$ cat src/rtl/int_fp_pkg.sv
// int_fp_pkg: shared widths, float word layout and helpers for the int/fp conversion datapath
package int_fp_pkg;
  localparam int INT_W = 8;
  localparam int EXP_W = 4;
  localparam int FRAC_W = 8;
  localparam int POS_W = 3;
  typedef struct packed {
    logic sign;
    logic [EXP_W-1:0] exp;
    logic [FRAC_W-1:0] frac;
  } fp_t;
  function automatic fp_t fp_zero();
    return '0;
  endfunction
endpackage

$ cat src/rtl/lead_one_det.sv
// lead_one_det: priority encoder giving the index of the most-significant set bit of the magnitude
module lead_one_det
  import int_fp_pkg::*;
(
  input  logic [INT_W-2:0] mag,
  output logic [POS_W-1:0] pos,
  output logic             any_one
);
  always_comb begin
    any_one = |mag;
    pos = mag[6] ? 3'd6 :
          mag[5] ? 3'd5 :
          mag[4] ? 3'd4 :
          mag[3] ? 3'd3 :
          mag[2] ? 3'd2 :
          mag[1] ? 3'd1 : 3'd0;
  end
endmodule

$ cat src/rtl/int_to_fp_conv.sv
// int_to_fp_conv: registered sign-magnitude integer to normalized float conversion with valid strobe
module int_to_fp_conv
  import int_fp_pkg::*;
(
  input  logic              clk,
  input  logic              rst_n,
  input  logic              in_valid,
  input  logic [INT_W-1:0]  integ,
  output logic              out_valid,
  output logic              sign,
  output logic [EXP_W-1:0]  exp,
  output logic [FRAC_W-1:0] frac
);
  logic [INT_W-2:0] mag;
  logic [POS_W-1:0] pos;
  logic any_one;
  logic [FRAC_W-1:0] frac_n;
  fp_t res, q;
  assign mag = integ[INT_W-2:0];
  lead_one_det u_lod (
    .mag(mag),
    .pos(pos),
    .any_one(any_one)
  );
  always_comb begin
    frac_n = {mag, 1'b0} << (POS_W'(INT_W-2) - pos);
    res.sign = any_one & integ[INT_W-1];
    res.exp = any_one ? EXP_W'({1'b0, pos}) + EXP_W'(1) : '0;
    res.frac = any_one ? frac_n : '0;
  end
  always_ff @(posedge clk) begin
    if (!rst_n) begin
      q <= fp_zero();
      out_valid <= 1'b0;
    end else begin
      out_valid <= in_valid;
      if (in_valid) q <= res;
    end
  end
  assign sign = q.sign;
  assign exp = q.exp;
  assign frac = q.frac;
endmodule

$ cat config.mk
export PLATFORM = sky130hd
export DESIGN_NAME = int_to_fp_conv
export DESIGN_NICKNAME = d
export VERILOG_FILES = /design/src/rtl/int_fp_pkg.sv /design/src/rtl/lead_one_det.sv /design/src/rtl/int_to_fp_conv.sv
export SDC_FILE = /design/constraint.sdc
export NUM_CORES = 1
export LEC_CHECK = 0
export CORE_MARGIN = 2
export CORE_UTILIZATION = 49
export CTS_CLUSTER_DIAMETER = 120
export DETAILED_ROUTE_END_ITERATION = 8
export PLACE_DENSITY = 0.82
export SLEW_MARGIN = 10
export SYNTH_ARGS = -nofsm -noshare
export SYNTH_HDL_FRONTEND = slang
export SYNTH_SLANG_ARGS = --single-unit
$ cat constraint.sdc
create_clock -name clk -period 7.3 [get_ports clk]
set_clock_uncertainty 0.2 [all_clocks]
set_input_delay 1.825 -clock clk [delete_from_list [all_inputs] [get_ports clk]]
set_output_delay 1.825 -clock clk [all_outputs]
set_load 0.03 [all_outputs]
==> key figures, run 1 <==
Run status
  • Status: finished, final reports clean

Die
  • Site Rows: 14
  • IO Pins: 25
  • Area of the core: 1560 sq um
  • Die height: 45.5 um
  • Starting density of the core: a little over half
  • Die area: slightly above 2000 sq um
  • Die X-Extent: around 45 um

Placement
  • DP HPWL: about 1500 um
  • Pre-CTS WS: approximately 2.6 ns
  • GPL Wtd Cong: about 0.89
  • Area after DPL: between 1000 and 1500 sq um
  • I/O Buffers: 23

Clock network
  • CTS buffer count: 3
  • CTS Sinks: 13
  • CTS H-tree lvls: 1
  • CTS tree: yes
  • Setup Buffers After CTS: 0
  • Clk buf depth: 2
  • Clock latency on the worst-skew pair: between 0.2 and 0.3 ns
  • Worst-path clk slew: about 0.08 ns
  • CTS hold repair buffers: 0
  • CTS resizes: 0
  • Root buffer cell: clkbuf_4

Timing
  • Final TNS setup: 0 ns
  • Setup ws final: 2.83 ns
  • Fin crit period: roughly 4.5 ns
  • Final worst path period share: between 60 and 70%
  • Final Hold Fails: 0
  • Fmax: roughly 0.22 GHz
  • RSZ-0062 raised after global routing: no
  • Final setup vio count: 0
  • Final Slew Violations: 0

Synth
  • Most used DFF post-synth: dfxtp_1
  • Post-synthesis sequential area ratio: a little under a third
  • Synth Warn #: 0
  • Syn Area/Cell: a little under 9 sq um
  • Net Count, Synth: about 110
  • Distinct cells, synth: 44
  • EDFF count, synth: 0
  • Number of synthesized register bits: 13
  • Mapped Area: 843 sq um
  • Cells after Synth: between 90 and 100
  • Asr flop ratio synth: 0%

Route
  • DRC errors left: 0
  • Drt first-iter violations: 18
  • Vias per cell: about 5.9
  • DR WL/cell: approximately 15 um
  • Final WL: between 1500 and 2000 um
  • Via count: approximately 790
  • DRT Pass-1 Iters: 4
  • Post-DRT Antenna Nets: 0

Setup path
  • Critical path endpoint: frac[6]
  • R2R Setup Slk: approximately 6.2 ns
  • Worst setup startpoint: integ[5]
  • Crit. End Element: register
  • Worst R2R Start: frac[6]
  • Crit Path Max Fanout: 15
  • Worst setup SP type: input pin
  • Critical path data arrival time: approximately 4.4 ns
  • Critical R2R Capture: frac[6]
  • Kind of critical path: in2reg
  • CP required: 7.26 ns
  • Worst r2r path cells: 3

Pwr
  • P_leak: slightly above 0.0004 uW
  • PwrDens: about 170 nW/um^2
  • VDD IR max: roughly 0.15 mV

Final layout
  • Antenna Cells: 0
  • Final Cell Area: 1090 sq um
  • Area growth from synthesis to layout: 28.8%
  • Most frequent cells in the layout: clkdlybuf4s50_1 (23), dfxtp_1 (13), nand2b_1 (8), a21oi_1 (8), nor2_1 (6)
  • Most common cell after layout, fill and taps aside: clkdlybuf4s50_1
  • Final net count: approximately 130
  • Fraction of layout cells with a size suffix above 1: a little under a tenth

Global routing
  • Largest net degree at the start of global routing: 16
  • Global route overflow: 0
  • Vias in the first global route: 776
  • Global-route wire length before repair: 3190 um
  • Initial antenna violation count: 0
  • Gr usage total: a little over a fifth

Worst hold path
  • HP Class: reg2reg
  • Worst Hold Launch: exp[0]

Job
  • Number of max-cap violations: 0
[worst min-delay path by stage]
stage	to	slack (ns)	cells after the start
after global routing	exp[0]	0.30	2
after detailed placement	exp[3]	0.25	1
after CTS	exp[0]	0.27	2
after global placement	exp[2]	0.24	1
after floorplan	exp[0]	0.39	2
final	exp[0]	0.27	2
[state kept, by name (all words and copies together), names as in the netlist]
signal / flops
exp: 4
frac: 7
out_valid: 1
sign: 1
[layout make-up]
class                   instances  area, sq um
fillers                       127          473
multi-input cells              75          537
clock inverters                 1         5.00
inverters                       3         11.3
repair buffers                 23          230
flip-flops and latches         13          260
clock buffers                   3         22.5
well taps                      16         20.0
[Yosys cell counts (all sizes together), types with 2 or more instances]
library cell	count	area, sq um
buf	4	27.5
clkbuf	2	7.51
o21ai	2	10.0
and2	5	33.8
nor2b	5	31.3
nand3	5	25.0
a22o	2	17.5
o31ai	3	22.5
nor3	2	21.3
nand2b	8	50.1
a21oi	8	40.0
inv	2	7.51
a21boi	4	30.0
dfxtp	13	260
o211ai	2	20.0
nor2	6	22.5
mux2i	3	30.0
a221o	2	20.0
[logic make-up after synthesis]
| kind of cell | share of synthesized area [%] |
|---|---|
| fa+ha+maj | 1.48 |
| xor+xnor | 1.04 |
| buf+inv | 5.49 |
| simple gates | 26.1 |
| compound gates | 29.7 |
| mux | 4.90 |
| other cells | 0.445 |
| flops | 30.9 |
[per-stage QoR]
stage	utilization (%)	hold slack (ns)	power, uW	cells
after detailed placement	67.9	0.252	145	130
after global placement	67.9	0.236	143	130
after CTS	69.7	0.274	190	134
final	69.7	0.271	188	134
after global routing	69.7	0.303	200	134
after floorplan	-	0.393	122	97
[critical path, stage by stage]
cell,delay [ns]
clkdlybuf4s50_1,0.59
or2_1,0.32
o211ai_2,0.22
inv_1,0.07
ha_1,0.47
a2111oi_0,0.53
a21oi_1,0.08
o31ai_1,0.26
a21oi_1,0.06
[power by group]
| group | internal [uW] | total [uW] | switching [uW] |
|---|---|---|---|
| sequential | 76.1 | 78.7 | 2.66 |
| clock | 20.3 | 44.6 | 24.3 |
| combinational | 29.0 | 64.9 | 35.8 |
| total | 125 | 188 | 62.8 |
[layer usage]
layer  track usage, %  vias up  part of all wire [%]
met5                0        -                     0
met4             6.47        0                     0
met3             8.33        0                   5.8
met2             35.2       27                    49
met1             25.7      366                    45
li1                 -      400                     -
(Power assumes the default switching activity.)
==> run 2, diff against run 1 <==
Settings changed: CORE_UTILIZATION 49 to 46, PLACE_DENSITY 0.82 to 0.77.
Clock period 7.3 ns to 4.5 ns, I/O delays scaled along.
==> key figures, run 2 (synthesized netlist as in run 1, its figures left out) <==
Timing
  • Fin crit period: 3.66 ns
  • Final Hold Fails: 0
  • Fmax: 0.274 GHz
  • Slew headroom: 66.7%
  • Final TNS setup: 0 ns
  • RSZ-0062 raised after global routing: no
  • Final worst path period share: 81.2%
  • Final Slew Violations: 0
  • Final setup vio count: 0
  • Worst slew pin tran: about 0.5 ns

Setup path
  • Critical path endpoint: frac[6]
  • Crit. End Element: register
  • Worst r2r path cells: 3
  • CP required: roughly 4.5 ns
  • Critical path data arrival time: ~3.6 ns
  • Kind of critical path: in2reg
  • Worst R2R Start: frac[6]
  • Worst setup SP type: input pin
  • Worst setup startpoint: integ[5]
  • Critical R2R Capture: frac[6]
  • Crit Path Max Fanout: 15
  • R2R Setup Slk: 3.42 ns

Die
  • Die area: between 2000 and 2500 sq um
  • Site Rows: 15
  • Die height: roughly 47 um
  • Area of the core: ~1700 sq um
  • Starting density of the core: 48.8%
  • Die X-Extent: roughly 47 um
  • IO Pins: 25

Final layout
  • Antenna Cells: 0
  • Area growth from synthesis to layout: 30.0%
  • Most frequent cells in the layout: clkdlybuf4s50_1 (23), dfxtp_1 (13), nand2b_1 (8), a21oi_1 (8), nor2_1 (6)
  • Most common cell after layout, fill and taps aside: clkdlybuf4s50_1
  • Fillers: approximately 160
  • Final net count: 131
  • Final Cell Area: 1100 sq um
  • Fraction of layout cells with a size suffix above 1: 8.47%
  • Largest register FFs: 7

Pwr
  • VDD IR max: 0.197 mV
  • PwrDens: ~280 nW/um^2
  • P_leak: 0.000411 uW

Route
  • DRC errors left: 0
  • DRT Pass-1 Iters: 4
  • Post-DRT Antenna Nets: 0
  • Drt first-iter violations: 26
  • Vias per cell: ~5.6
  • Final WL: 1850 um
  • DR WL/cell: approximately 13 um
  • Via count: ~800

Clock network
  • CTS resizes: 0
  • Clk buf depth: 2
  • CTS hold repair buffers: 0
  • Clock latency on the worst-skew pair: about 0.27 ns
  • Worst-path clk slew: 0.08 ns
  • CTS H-tree lvls: 1
  • Root buffer cell: clkbuf_4
  • CTS tree: yes
  • CTS buffer count: 3
  • Setup Buffers After CTS: 0
  • CTS Sinks: 13

Run status
  • Status: finished, final reports clean

Global routing
  • Initial antenna violation count: 0
  • Global-route wire length before repair: between 2000 and 3000 um
  • Largest net degree at the start of global routing: 16
  • Vias in the first global route: about 660
  • Gr usage total: 18.6%
  • Global route overflow: 0

Placement
  • I/O Buffers: 23
  • GPL Wtd Cong: 0.891
  • Area after DPL: 1070 sq um
  • DP HPWL: about 1400 um

Job
  • Number of max-cap violations: 0

Worst hold path
  • HP Class: reg2reg
==> run 2: cell type report <==
| cell class | instances | area, sq um | area share, % |
|---|---|---|---|
| Tap cell | 25 | 31.3 | 2.85 |
| Inverter | 3 | 11.3 | 1.03 |
| Clock buffer | 4 | 26.3 | 2.40 |
| Timing Repair Buffer | 23 | 230 | 21.0 |
| Sequential cell | 13 | 260 | 23.7 |
| Multi-Input combinational cell | 75 | 537 | 49.0 |
==> run 2: per-layer routing <==
metal / vias to the layer above / wire, um / GRT usage [%]
met1: 379 / 850 / 25.9
met3: 2 / 98 / 7.69
met5: - / 0 / 0
met2: 26 / 887 / 27.1
met4: 0 / 16 / 3.89
li1: 396 / - / -
==> run 2: report_power, final <==
group / total [uW] / internal (uW) / switching, uW
registers: 128 / 123 / 4.30
clock network: 69.9 / 34.3 / 35.6
logic: 104 / 47.1 / 57.2
total: 302 / 205 / 97.1
==> run 2: how the worst min path moves through the flow <==
stage,start,end,slack [ns],cells past startpoint
after floorplan,exp[0],exp[0],0.39,2
after global placement,exp[2],exp[2],0.24,1
after detailed placement,exp[2],exp[2],0.25,1
after CTS,exp[2],exp[2],0.27,1
after global routing,exp[2],exp[2],0.28,1
final,exp[2],exp[2],0.26,1
==> run 2: critical path, stage by stage <==
cell and delay (ns):
clkdlybuf4s50_1 0.57, or2_1 0.31, o211ai_2 0.22, inv_1 0.07, ha_1 0.47, a2111oi_0 0.45
a21oi_1 0.08, o31ai_1 0.26, a21oi_1 0.06
==> run 2: through the flow <==
stage | util, % | total power [uW] | hold slack (ns) | std cells | setup WS [ns]
after floorplan | - | 198 | 0.393 | 97 | 1.40
after global placement | 62.0 | 233 | 0.239 | 139 | 0.633
after detailed placement | 62.0 | 234 | 0.247 | 139 | 0.577
after CTS | 63.5 | 305 | 0.265 | 143 | 0.869
after global routing | 63.5 | 321 | 0.282 | 143 | 0.678
final | 63.5 | 302 | 0.257 | 143 | 0.845
==> run 3, diff against run 2 <==
Settings changed: CORE_UTILIZATION 46 to 41, PLACE_DENSITY 0.77 to 0.73.
Clock period 4.5 ns to 3.29 ns, I/O delays scaled along.
==> key figures, run 3 (synthesized netlist as in run 1, its figures left out) <==
Run status
  • Status: finished, final reports clean

Placement
  • I/O Buffers: 23
  • Pre-CTS WS: a little under 0.07 ns
  • Area after DPL: 1140 sq um
  • DP HPWL: between 1500 and 2000 um
  • GPL Wtd Cong: 0.816

Job
  • Number of max-cap violations: 0

Timing
  • Final Hold Fails: 0
  • Final Slew Violations: 0
  • RSZ-0062 raised after global routing: no
  • Fin crit period: roughly 3 ns
  • Final worst path period share: approximately nine tenths
  • Hold slack: 0.255 ns
  • Setup ws final: 0.353 ns
  • Fmax: around 0.34 GHz
  • Final setup vio count: 0
  • Final TNS setup: 0 ns

Route
  • Vias per cell: 5.38
  • DRT Pass-1 Iters: 4
  • Post-DRT Antenna Nets: 0
  • DRC errors left: 0
  • DR WL/cell: roughly 13 um
  • Drt first-iter violations: 18
  • Via count: 829
  • Final WL: 2000 um

Final layout
  • Most frequent cells in the layout: clkdlybuf4s50_1 (23), dfxtp_1 (13), buf_4 (9)
  • Fillers: 180
  • Area growth from synthesis to layout: 38.4%
  • Most common cell after layout, fill and taps aside: clkdlybuf4s50_1
  • Fraction of layout cells with a size suffix above 1: 15.7%
  • Final net count: between 100 and 150
  • Largest register FFs: 7
  • Antenna Cells: 0
  • Final Cell Area: 1170 sq um

Clock network
  • Clock latency on the worst-skew pair: around 0.28 ns
  • CTS Sinks: 13
  • CTS resizes: 0
  • CTS tree: yes
  • Root buffer cell: clkbuf_4
  • Worst-path clk slew: about 0.08 ns
  • CTS hold repair buffers: 0
  • Setup Buffers After CTS: 0
  • Clk buf depth: 2
  • CTS H-tree lvls: 1
  • CTS buffer count: 3

Setup path
  • Worst R2R Start: frac[6]
  • Worst setup startpoint: integ[3]
  • Crit Path Max Fanout: 4
  • Crit. End Element: register
  • CP required: roughly 3.3 ns
  • Critical path data arrival time: between 2 and 3 ns
  • Worst setup SP type: input pin
  • R2R Setup Slk: roughly 2.2 ns
  • Kind of critical path: in2reg

Pwr
  • PwrDens: roughly 370 nW/um^2
  • Overall Power: 431 uW
  • Combinational fraction of design power: roughly 36%
  • Seq pwr share: ~41%
  • VDD IR max: 0.326 mV
  • Sw Ratio: between 30 and 40%
  • Switching Power: 143 uW
  • Clock share of power: 23.5%
  • P_leak: about 0.00046 uW
  • Power Internal: roughly 290 uW

Die
  • Die height: ~50 um
  • Starting density of the core: between 40% and 50%
  • Die X-Extent: between 40 and 50 um
  • Die area: around 2400 sq um
  • Area of the core: approximately 1900 sq um
  • Site Rows: 16
  • IO Pins: 25

Worst hold path
  • Worst Hold Launch: exp[2]
  • HP Class: reg2reg

Global routing
  • Global route overflow: 0
  • Vias in the first global route: 791
  • Global-route wire length before repair: around 3400 um
  • Gr usage total: roughly 18%
  • Initial antenna violation count: 0
  • Largest net degree at the start of global routing: 16
## run 3: power by group through the flow
| stage | combinational, uW | clock (uW) | sequential, uW |
|---|---|---|---|
| after floorplan | 70.1 | 0 | 200 |
| after global placement | 153 | 0 | 178 |
| after detailed placement | 154 | 0 | 178 |
| after CTS | 155 | 104 | 175 |
| after global routing | 167 | 110 | 176 |
| final | 155 | 101 | 175 |
## run 3: critical path, cell delays in order
cell and delay, ns:
clkdlybuf4s50_1 0.43, or2_1 0.26, o211ai_2 0.16, inv_1 0.06
ha_1 0.33, a2111oi_0 0.44, a21oi_1 0.09, o31ai_1 0.24
a21oi_1 0.06
## run 3: worst paths after layout
kind              cells after the start      end
setup / recovery                      9  frac[6]
setup reg to reg                      3  frac[6]
hold reg to reg                       1   exp[2]
hold / removal                        1   exp[2]
## run 3: area by class of cell
class / instances / area (sq um) / area share [%]
multi-input combinational: 75 / 537 / 46.0
timing repair buffer: 32 / 298 / 25.5
tap: 27 / 33.8 / 2.89
inverter: 3 / 11.3 / 0.965
clock inverter: 1 / 5.00 / 0.429
sequential: 13 / 260 / 22.3
clock buffer: 3 / 22.5 / 1.93
## run 3: per-stage QoR
stage	utilization (%)	cells
4_1_cts	60.1	154
5_1_grt	60.1	154
6_report	60.1	154
3_3_place_gp	58.7	150
2_1_floorplan	-	97
3_5_place_dp	58.7	150
## run 3: layer usage
metal	GRT usage (%)	up-vias	share of wire (%)
met5	0	-	0
met4	1.90	0	0
met3	6.13	0	6.5
met2	30.4	25	50
met1	22.2	386	44
li1	-	418	-
